==> src/rtl/mig_app_arbiter.sv <==
// mig_app_arbiter: two-requester front end for a MIG user (app_*) interface.
// Issues one command at a time, drives the command and write-data channels
// independently, and routes read returns back to the issuing requester via an
// in-order tag FIFO.
// Build option: define MIG_ARB_ROUND_ROBIN_EN for round-robin arbitration;
// otherwise requester 0 has fixed priority.
module mig_app_arbiter #(
  parameter int ADDR_WIDTH = 28,
  parameter int DATA_WIDTH = 256,
  parameter int TAG_DEPTH  = 4
) (
  input  logic                  ui_clk,
  input  logic                  ui_clk_sync_rst,
  input  logic                  calib_done,
  input  logic                  r0_valid,
  output logic                  r0_ready,
  input  logic [2:0]            r0_cmd,
  input  logic [ADDR_WIDTH-1:0] r0_addr,
  input  logic [DATA_WIDTH-1:0] r0_wdata,
  output logic                  r0_rd_valid,
  input  logic                  r1_valid,
  output logic                  r1_ready,
  input  logic [2:0]            r1_cmd,
  input  logic [ADDR_WIDTH-1:0] r1_addr,
  input  logic [DATA_WIDTH-1:0] r1_wdata,
  output logic                  r1_rd_valid,
  output logic [DATA_WIDTH-1:0] rd_data,
  output logic [ADDR_WIDTH-1:0] app_addr,
  output logic [2:0]            app_cmd,
  output logic                  app_en,
  input  logic                  app_rdy,
  output logic [DATA_WIDTH-1:0] app_wdf_data,
  output logic                  app_wdf_wren,
  output logic                  app_wdf_end,
  input  logic                  app_wdf_rdy,
  input  logic [DATA_WIDTH-1:0] app_rd_data,
  input  logic                  app_rd_data_valid,
  output logic                  tag_err
);

  localparam int PW = $clog2(TAG_DEPTH);
  localparam logic [2:0] CMD_WR = 3'b000;
  localparam logic [2:0] CMD_RD = 3'b001;

  typedef enum logic {IDLE, ISSUE} state_t;

  state_t                  state_q, state_d;
  logic                    app_en_q, app_en_d;
  logic                    wren_q, wren_d;
  logic [ADDR_WIDTH-1:0]   addr_q, addr_d;
  logic [2:0]              cmd_q, cmd_d;
  logic [DATA_WIDTH-1:0]   wdata_q, wdata_d;
  logic                    own_q, own_d;     // requester that owns the command in ISSUE

  logic [TAG_DEPTH-1:0]    tag_mem_q;
  logic [PW-1:0]           wr_ptr_q, rd_ptr_q;
  logic [PW:0]             cnt_q;
  logic                    tag_full, tag_empty, tag_push, tag_pop, tag_head;
  logic                    tag_err_q;

  logic                    elig0, elig1, g_sel1, grant;
  logic [2:0]              g_cmd;

  assign tag_full  = (cnt_q == (PW+1)'(TAG_DEPTH));
  assign tag_empty = (cnt_q == '0);
  assign tag_head  = tag_mem_q[rd_ptr_q];
  assign tag_push  = app_en_q & app_rdy & (cmd_q == CMD_RD);
  assign tag_pop   = app_rd_data_valid & ~tag_empty;

  // A read is only eligible while a tag slot is free; writes/illegal always are.
  assign elig0 = r0_valid & ((r0_cmd != CMD_RD) | ~tag_full);
  assign elig1 = r1_valid & ((r1_cmd != CMD_RD) | ~tag_full);

`ifdef MIG_ARB_ROUND_ROBIN_EN
  logic prio_q;   // 1: requester 1 wins a tie
  assign g_sel1 = elig1 & (~elig0 | prio_q);

  // Round-robin pointer: the requester not just granted wins the next tie.
  always_ff @(posedge ui_clk) begin
    if (ui_clk_sync_rst) prio_q <= 1'b0;
    else if (grant)      prio_q <= ~g_sel1;
  end
`else
  assign g_sel1 = elig1 & ~elig0;
`endif

  assign grant = ~ui_clk_sync_rst & (state_q == IDLE) & calib_done & (elig0 | elig1);
  assign g_cmd = g_sel1 ? r1_cmd : r0_cmd;

  // Next-state and handshake logic; each channel clears on its own accept.
  always_comb begin
    state_d  = state_q;
    app_en_d = app_en_q;
    wren_d   = wren_q;
    addr_d   = addr_q;
    cmd_d    = cmd_q;
    wdata_d  = wdata_q;
    own_d    = own_q;
    r0_ready = 1'b0;
    r1_ready = 1'b0;
    case (state_q)
      IDLE: begin
        if (grant) begin
          r0_ready = ~g_sel1;
          r1_ready = g_sel1;
          // Illegal opcodes are acknowledged but never reach the MIG.
          if (g_cmd == CMD_WR || g_cmd == CMD_RD) begin
            addr_d   = g_sel1 ? r1_addr  : r0_addr;
            wdata_d  = g_sel1 ? r1_wdata : r0_wdata;
            cmd_d    = g_cmd;
            own_d    = g_sel1;
            app_en_d = 1'b1;
            wren_d   = (g_cmd == CMD_WR);
            state_d  = ISSUE;
          end
        end
      end
      ISSUE: begin
        if (app_en_q && app_rdy)   app_en_d = 1'b0;
        if (wren_q && app_wdf_rdy) wren_d   = 1'b0;
        if (!app_en_d && !wren_d)  state_d  = IDLE;
      end
      default: state_d = IDLE;
    endcase
  end

  // FSM and MIG-facing command registers.
  always_ff @(posedge ui_clk) begin
    if (ui_clk_sync_rst) begin
      state_q  <= IDLE;
      app_en_q <= 1'b0;
      wren_q   <= 1'b0;
      addr_q   <= '0;
      cmd_q    <= '0;
      wdata_q  <= '0;
      own_q    <= 1'b0;
    end else begin
      state_q  <= state_d;
      app_en_q <= app_en_d;
      wren_q   <= wren_d;
      addr_q   <= addr_d;
      cmd_q    <= cmd_d;
      wdata_q  <= wdata_d;
      own_q    <= own_d;
    end
  end

  // Tag FIFO: requester IDs of accepted reads, popped in return order.
  always_ff @(posedge ui_clk) begin
    if (ui_clk_sync_rst) begin
      tag_mem_q <= '0;
      wr_ptr_q  <= '0;
      rd_ptr_q  <= '0;
      cnt_q     <= '0;
    end else begin
      if (tag_push) begin
        tag_mem_q[wr_ptr_q] <= own_q;
        wr_ptr_q            <= wr_ptr_q + 1'b1;
      end
      if (tag_pop) rd_ptr_q <= rd_ptr_q + 1'b1;
      if (tag_push && !tag_pop)      cnt_q <= cnt_q + 1'b1;
      else if (!tag_push && tag_pop) cnt_q <= cnt_q - 1'b1;
    end
  end

  // Sticky error: read data with no outstanding tag to route it.
  always_ff @(posedge ui_clk) begin
    if (ui_clk_sync_rst)                      tag_err_q <= 1'b0;
    else if (app_rd_data_valid && tag_empty) tag_err_q <= 1'b1;
  end

  assign rd_data      = app_rd_data;
  assign r0_rd_valid  = tag_pop & ~tag_head & ~ui_clk_sync_rst;
  assign r1_rd_valid  = tag_pop &  tag_head & ~ui_clk_sync_rst;
  assign app_addr     = addr_q;
  assign app_cmd      = cmd_q;
  assign app_en       = app_en_q;
  assign app_wdf_data = wdata_q;
  assign app_wdf_wren = wren_q;
  assign app_wdf_end  = wren_q;
  assign tag_err      = tag_err_q;

endmodule

==> config.mk <==
export PLATFORM = sky130hd
export DESIGN_NAME = mig_app_arbiter
export DESIGN_NICKNAME = d
export VERILOG_FILES = /design/src/rtl/mig_app_arbiter.sv
export SDC_FILE = /design/constraint.sdc
export NUM_CORES = 1
export LEC_CHECK = 0
export CAP_MARGIN = 5
export CORE_AREA = 3 3 542 544
export CTS_CLUSTER_DIAMETER = 120
export CTS_CLUSTER_SIZE = 14
export DETAILED_ROUTE_END_ITERATION = 8
export DIE_AREA = 0 0 545 547
export GPL_TIMING_DRIVEN = 0
export SLEW_MARGIN = 0
export SYNTH_ARGS = -nofsm -noshare
export SYNTH_HDL_FRONTEND = slang
export SYNTH_SLANG_ARGS = --single-unit
==> constraint.sdc <==
create_clock -name ui_clk -period 2.65 [get_ports ui_clk]
set_input_delay 0.53 -clock ui_clk [delete_from_list [all_inputs] [get_ports ui_clk]]
set_output_delay 0.53 -clock ui_clk [all_outputs]
set_load 0.03 [all_outputs]
# Word-level counts from Yosys, hierarchy flattened
# Index checks and enable logic that the tools add are counted.
dict set report totals {
  regBits 303
  out_inout_bits 551
  in_bits 838
}
dict set report classes {
  muxes 28
  bitwise_logic 23
  addsub 4
  magnitude_cmp 3
  n_eq_ne 7
  n_reduce_logical 17
}
# op n
set op_table {}
lappend op_table {{$mux 256} 1}
lappend op_table {{$mux 28} 1}
lappend op_table {{$mux 1} 17}
lappend op_table {{$and 1x1->1} 13}
lappend op_table {{$mux 3} 3}
lappend op_table {{$logic_and 1x1->1} 7}
lappend op_table {{$not 1->1} 7}
lappend op_table {{$eq 3x1->1 const B} 2}
lappend op_table {{$logic_not 3->1} 2}
lappend op_table {{$lt 2x3->1 const B} 2}
lappend op_table {{$ne 3x1->1 const B} 2}
lappend op_table {{$pmux 1 s2} 3}
lappend op_table {{$add 2x1->2 const B} 2}
lappend op_table {{$bwmux 4} 1}
lappend op_table {{$logic_not 1->1} 4}
lappend op_table {{$add 3x1->3 const B} 1}
lappend op_table {{$eq 3x3->1 const B} 1}
lappend op_table {{$or 1x1->1} 3}
lappend op_table {{$reduce_and 3->1} 1}
lappend op_table {{$sub 3x1->3 const B} 1}
lappend op_table {{$bmux 1 s2} 1}
lappend op_table {{$demux 1 s2} 1}
lappend op_table {{$ge 2x1->1 const B} 1}
lappend op_table {{$ne 2x1->1 const B} 1}
lappend op_table {{other kinds (4)} 4}

# Longest topological paths before layout
dict set report logic_depth {
  ltp_word 12
  ltp_mapped 9
  ltp_nobuf 8
}

# Least setup slack after synthesis
# No wires, ideal clock.
dict set report synth_timing {
  kind {flip-flop to flip-flop}
  from {register app_en_q, in the netlist app_en}
  to {register cnt_q[2]}
  slack_ps 266
  t_required_ps 2580
  path_stages_with_launch 10
  t_arrival_ps 2313
  cell_sequence {dfxtp_1 nand4b_1 nor2_1 buf_1 ha_1 inv_1 fa_1 xor2_1 or3_1 a21oi_1}
}
dict set report synth_between {
  elab_chain_cells 5
  elab_cells_between_ends 7
}
# item line
set synth_rtl {}
lappend synth_rtl {{start: declaration} 48} ;# logic app_en_q, app_en_d;
lappend synth_rtl {{start signal: assignment} 139} ;# app_en_q <= app_en_d;
lappend synth_rtl {{$and 1x1->1 * (2 in series)} 67} ;# assign tag_push = app_en_q & app_rdy & (cmd_q == CMD_RD);
lappend synth_rtl {{named net tag_push} 58} ;# logic tag_full, tag_empty, tag_push, tag_pop, tag_head;
lappend synth_rtl {{$logic_not 1->1} 162} ;# else if (!tag_push && tag_pop) cnt_q <= cnt_q - 1'b1;
lappend synth_rtl {{$logic_and 1x1->1} 162}
lappend synth_rtl {{$reduce_bool 2->1 (no source line)} --}
lappend synth_rtl {{end signal: assignment} 161} ;# if (tag_push && !tag_pop) cnt_q <= cnt_q + 1'b1;
lappend synth_rtl {{end signal: assignment} 162}
lappend synth_rtl {{end: declaration} 57} ;# logic [PW:0] cnt_q;
# The timed path passes the listed nets; every way through them passes the cells marked *.
# A chain may end at the register's enable or synchronous reset.

# Worst setup path in the final report
dict set report layout_timing {
  from {register cnt_q[1]}
  to {output r1_ready}
}
dict set report layout_between {
  elab_chain_cells 8
  elab_cells_between_ends 12
}
# item line
set layout_rtl {}
lappend layout_rtl {{$eq 3x3->1 *} 64} ;# assign tag_full = (cnt_q == (PW+1)'(TAG_DEPTH));
lappend layout_rtl {{$not 1->1 *} {71, 72}}
lappend layout_rtl {{$or 1x1->1 (on tied branches)} {71, 72}}
lappend layout_rtl {{$and 1x1->1 (on tied branches)} {71, 72}}
lappend layout_rtl {{$or 1x1->1 / $not 1->1 (equally long branches)} {87, 84}}
lappend layout_rtl {{$and 1x1->1 (on tied branches)} {87, 84}}
lappend layout_rtl {{$mux 1 *} 103} ;# if (grant) begin
lappend layout_rtl {{$mux 1 *} 101} ;# case (state_q)
lappend layout_rtl {{end: declaration} 22} ;# output logic r1_ready,
# Mark *: on every way between the ends. The rest lies on a longest branch, timed or not.

==> flow_summary_export.csv <==
group,metric,value,unit
status,status,"finished with violations",
status,failed_checks,"setup timing",
finish,fillers,33300,
floorplanning,die_w,545,um
sta,skew,35.9,ps
global_routing,grt_max_degree,20,
pwr,switching_power,5.68,mW
floorplanning,row_count,198,
detailed_routing,drt_wl_total,228,mm
hold_path,whs_path_depth,3,
yosys,synth_top_family_by_area,"compound AO/OA/AOI/OAI gates",
pwr,ir_worst_vdd,0.000669,V
place,hpwl,202,mm
yosys,synth_adder_area_share,0.525,%
pwr,comb_power_share,35.3,%
yosys,synth-seq-area-share,38.6,%
yosys,synth-xor-area-share,0.279,%
sta,final_max_slew_viol_count,0,
clocking,clk_path_buf_depth,3,
sta,hold_viol,0,
pwr,p_leak,12.4,nW
sta,period_minus_slack,2830,ps
global_routing,grt_pass1_vias,20000,
yosys,synthMostInstantiatedCell,"dfxtp_1",
critical_path,startpoint,"cnt_q[1]",
sta,worst_pin_slew,1240,ps
critical_path,timing.rr.start,"cnt_q[1]",
yosys,synth_compound_area_share,27.6,%
finish,seqCellArea,6080,um2
clocking,clk-insertion-delay-late,740,ps
detailed_routing,drc,0,
job,drv_cap,0,
sta,whs,338,ps
yosys,synth.cell_area,15700,um2
global_routing,overflow,0,
clocking,clk_pin_slew_worst_paths,80,ps
sta,fmax,354,MHz
critical_path,r2r_setup_slack,-120,ps
global_routing,antenna_found_initial,167,
finish,fin_area,34800,um2
sta,setup_slack,-178,ps
yosys,yosys_warnings,0,
critical_path,worstSetupStartpointType,"register",
finish,drive_gt1_share,22.2,%
global_routing,grt_pass1_wl,264,mm
pwr,intPower,9.26,mW
yosys,yosys-top-cells-count,"303 x dfxtp_1, 300 x nand2_1, 298 x nor2_1, 295 x a21oi_1, 282 x buf_4",
place,port_buffers,1131,
yosys,ys.flop_type,"dfxtp_1",
sta,finalSetupViolations,46,
floorplanning,ios,1389,
clocking,ctsHoldBuffers,0,
finish,post-route-util,12.0,%
critical_path,cp_data_arrival_time,2300,ps
place,gp_congestion,0.996,
clocking,cts_buffers,31,
place,place_area,32100,um2
yosys,synth_top_area_cell,"dfxtp_1",
clocking,cts-root-buf,"clkbuf_16",
critical_path,reg2reg_depth,14,
detailed_routing,drtPass1Iterations,7,
place,post-place-ws,-2590,ps
critical_path,r2r-end,"app_wdf_data[83]",
global_routing,grt_usage,14.3,%
finish,multi_input_area,7510,um2
clocking,cts_sinks,303,
yosys,yosys.area_share.simple,15.1,%
critical_path,worstSetupEndpoint,"r1_ready",
pwr,pwr-share-seq,33.1,%
floorplanning,coreArea,290000,um2
yosys,synth_area_leaders,"dfxtp_1 39%, buf_4 13%, a211oi_2 10%",
yosys,synth_edf_count,0,
finish,areaGrowthSynthToFinish,122,%
floorplanning,start_util,5.42,%
critical_path,end_kind,"output port",
sta,grt_setup_unrepaired,"yes",
yosys,avgSynthCellArea,8.06,um2
detailed_routing,drtAntennaViolNets,0,
yosys,synth_mux_area_share,0.557,%
yosys,syn_nets,2795,
critical_path,crit_fanout,3,
yosys,yosys.cell_types.count,39,
detailed_routing,drtIter0Drc,1196,
detailed_routing,route.detailed.wl_per_inst,32.0,um
yosys,synthCells,1951,
yosys,synth_top_area_share,38.6,%
clocking,htreeDepth,1,
clocking,tritoncts,"built",
yosys,synthArstFlopShare,0,%
pwr,p_sw_share,38.0,%
sta,min_period_over_period,107,%
critical_path,required,2120,ps
pwr,clockPowerShare,31.6,%
critical_path,critical_path_class,"reg -> out",
floorplanning,die_height,547,um
finish,nets,3997,
pwr,p_total,14.9,mW
detailed_routing,vias,20300,
floorplanning,die_area,298000,um2
pwr,p_per_area,429,nW/um2
yosys,synth_seq_cells,303,
sta,slew_headroom,17.4,%
hold_path,hp-class,"in -> reg",
detailed_routing,vias_per_cell,2.85,
[power groups by stage]
| stage | Combinational, mW | Clock (mW) | Sequential [mW] |
|---|---|---|---|
| after floorplan | 1.71 | 0 | 5.29 |
| after global placement | 4.97 | 0 | 5.03 |
| after detailed placement | 4.99 | 0 | 5.04 |
| after CTS | 5.16 | 4.96 | 4.93 |
| after global routing | 5.55 | 5.00 | 4.97 |
| final | 5.28 | 4.72 | 4.94 |
[metrics by stage]
| stage | setup TNS [ps] | cells |
|---|---|---|
| after global routing | -11650 | 7108 |
| after global placement | -594500 | 6982 |
| after detailed placement | -429910 | 6990 |
| after floorplan | 0 | 1951 |
| final | -2670 | 7134 |
| after CTS | -377 | 7044 |
[how the worst min path moves through the flow]
| stage | from | end | slack (ps) |
|---|---|---|---|
| after detailed placement | tag_mem_q[0] | tag_mem_q[0] | 450 |
| final | r0_wdata[110] | app_wdf_data[110] | 340 |
| after CTS | r0_wdata[122] | app_wdf_data[122] | 240 |
| after global placement | tag_mem_q[2] | tag_mem_q[2] | 450 |
| after global routing | r0_wdata[104] | app_wdf_data[104] | 290 |
| after floorplan | tag_mem_q[2] | tag_mem_q[2] | 430 |
[state kept, by name, indices dropped and copies added (netlist names)]
| register | flops |
|---|---|
| rd_ptr_q | 2 |
| state_q | 1 |
| app_wdf_data | 256 |
| app_wdf_end | 1 |
| app_en | 1 |
| own_q | 1 |
| tag_err | 1 |
| cnt_q | 3 |
| tag_mem_q | 4 |
| app_cmd | 3 |
| wr_ptr_q | 2 |
| app_addr | 28 |
[placed cells by master (no fill, tap or decap), types with 29 or more instances in the layout]
master,netlist,final
nand2_1,300,286
dlygate4sd2_1,0,105
clkbuf_16,0,40
clkbuf_2,0,31
a211oi_1,153,133
buf_4,282,293
a211oi_2,130,150
clkdlybuf4s50_1,0,1017
diode_2,0,70
dfxtp_1,303,299
clkbuf_1,90,29
a21oi_1,295,248
nor2_1,298,296
[worst max-delay path, stage by stage (launching register included)]
cell,delay (ps)
dfxtp_2,330
or2_4,270
o41ai_4,360
nand2_4,190
clkbuf_8,190
nor2_4,90
buf_6,140
[cell type report]
type                    instances  share of cell area [%]
repair buffers               1172                    34.0
multi-input cells            1222                    21.6
flip-flops and latches        303                    17.5
well taps                    3900                    14.0
plain buffers                 415                    9.60
clock buffers                  34                    2.26
diodes                         70                   0.503
clock inverters                10                   0.471
inverters                       8                  0.0862
[metal layers]
layer	part of all wire, %	track usage, %	vias up	wire length [um]
li1	-	-	8910	-
met1	41	17.1	9510	93800
met2	42	21.7	1405	96500
met3	11	6.48	409	25200
met4	5.4	6.74	92	12300
met5	0.29	0.0160	-	652
[cell families after synthesis]
group                    after synthesis
multiplexers                           6
AND/OR/NAND/NOR                      617
AO/OA/AOI/OAI                        588
adder cells (fa/ha/maj)                6
XOR/XNOR                               5
flip-flops                           303
buffers and inverters                426
[repair_timing]
action / in CTS / in global routing
setup endpoints to repair: 402 / 115
setup buffers: 12 / 14
gates cloned: 1 / 8
pin swaps: 7 / 4
gates resized for setup: 339 / 197
No activity file was read; power rests on OpenSTA's default activity.
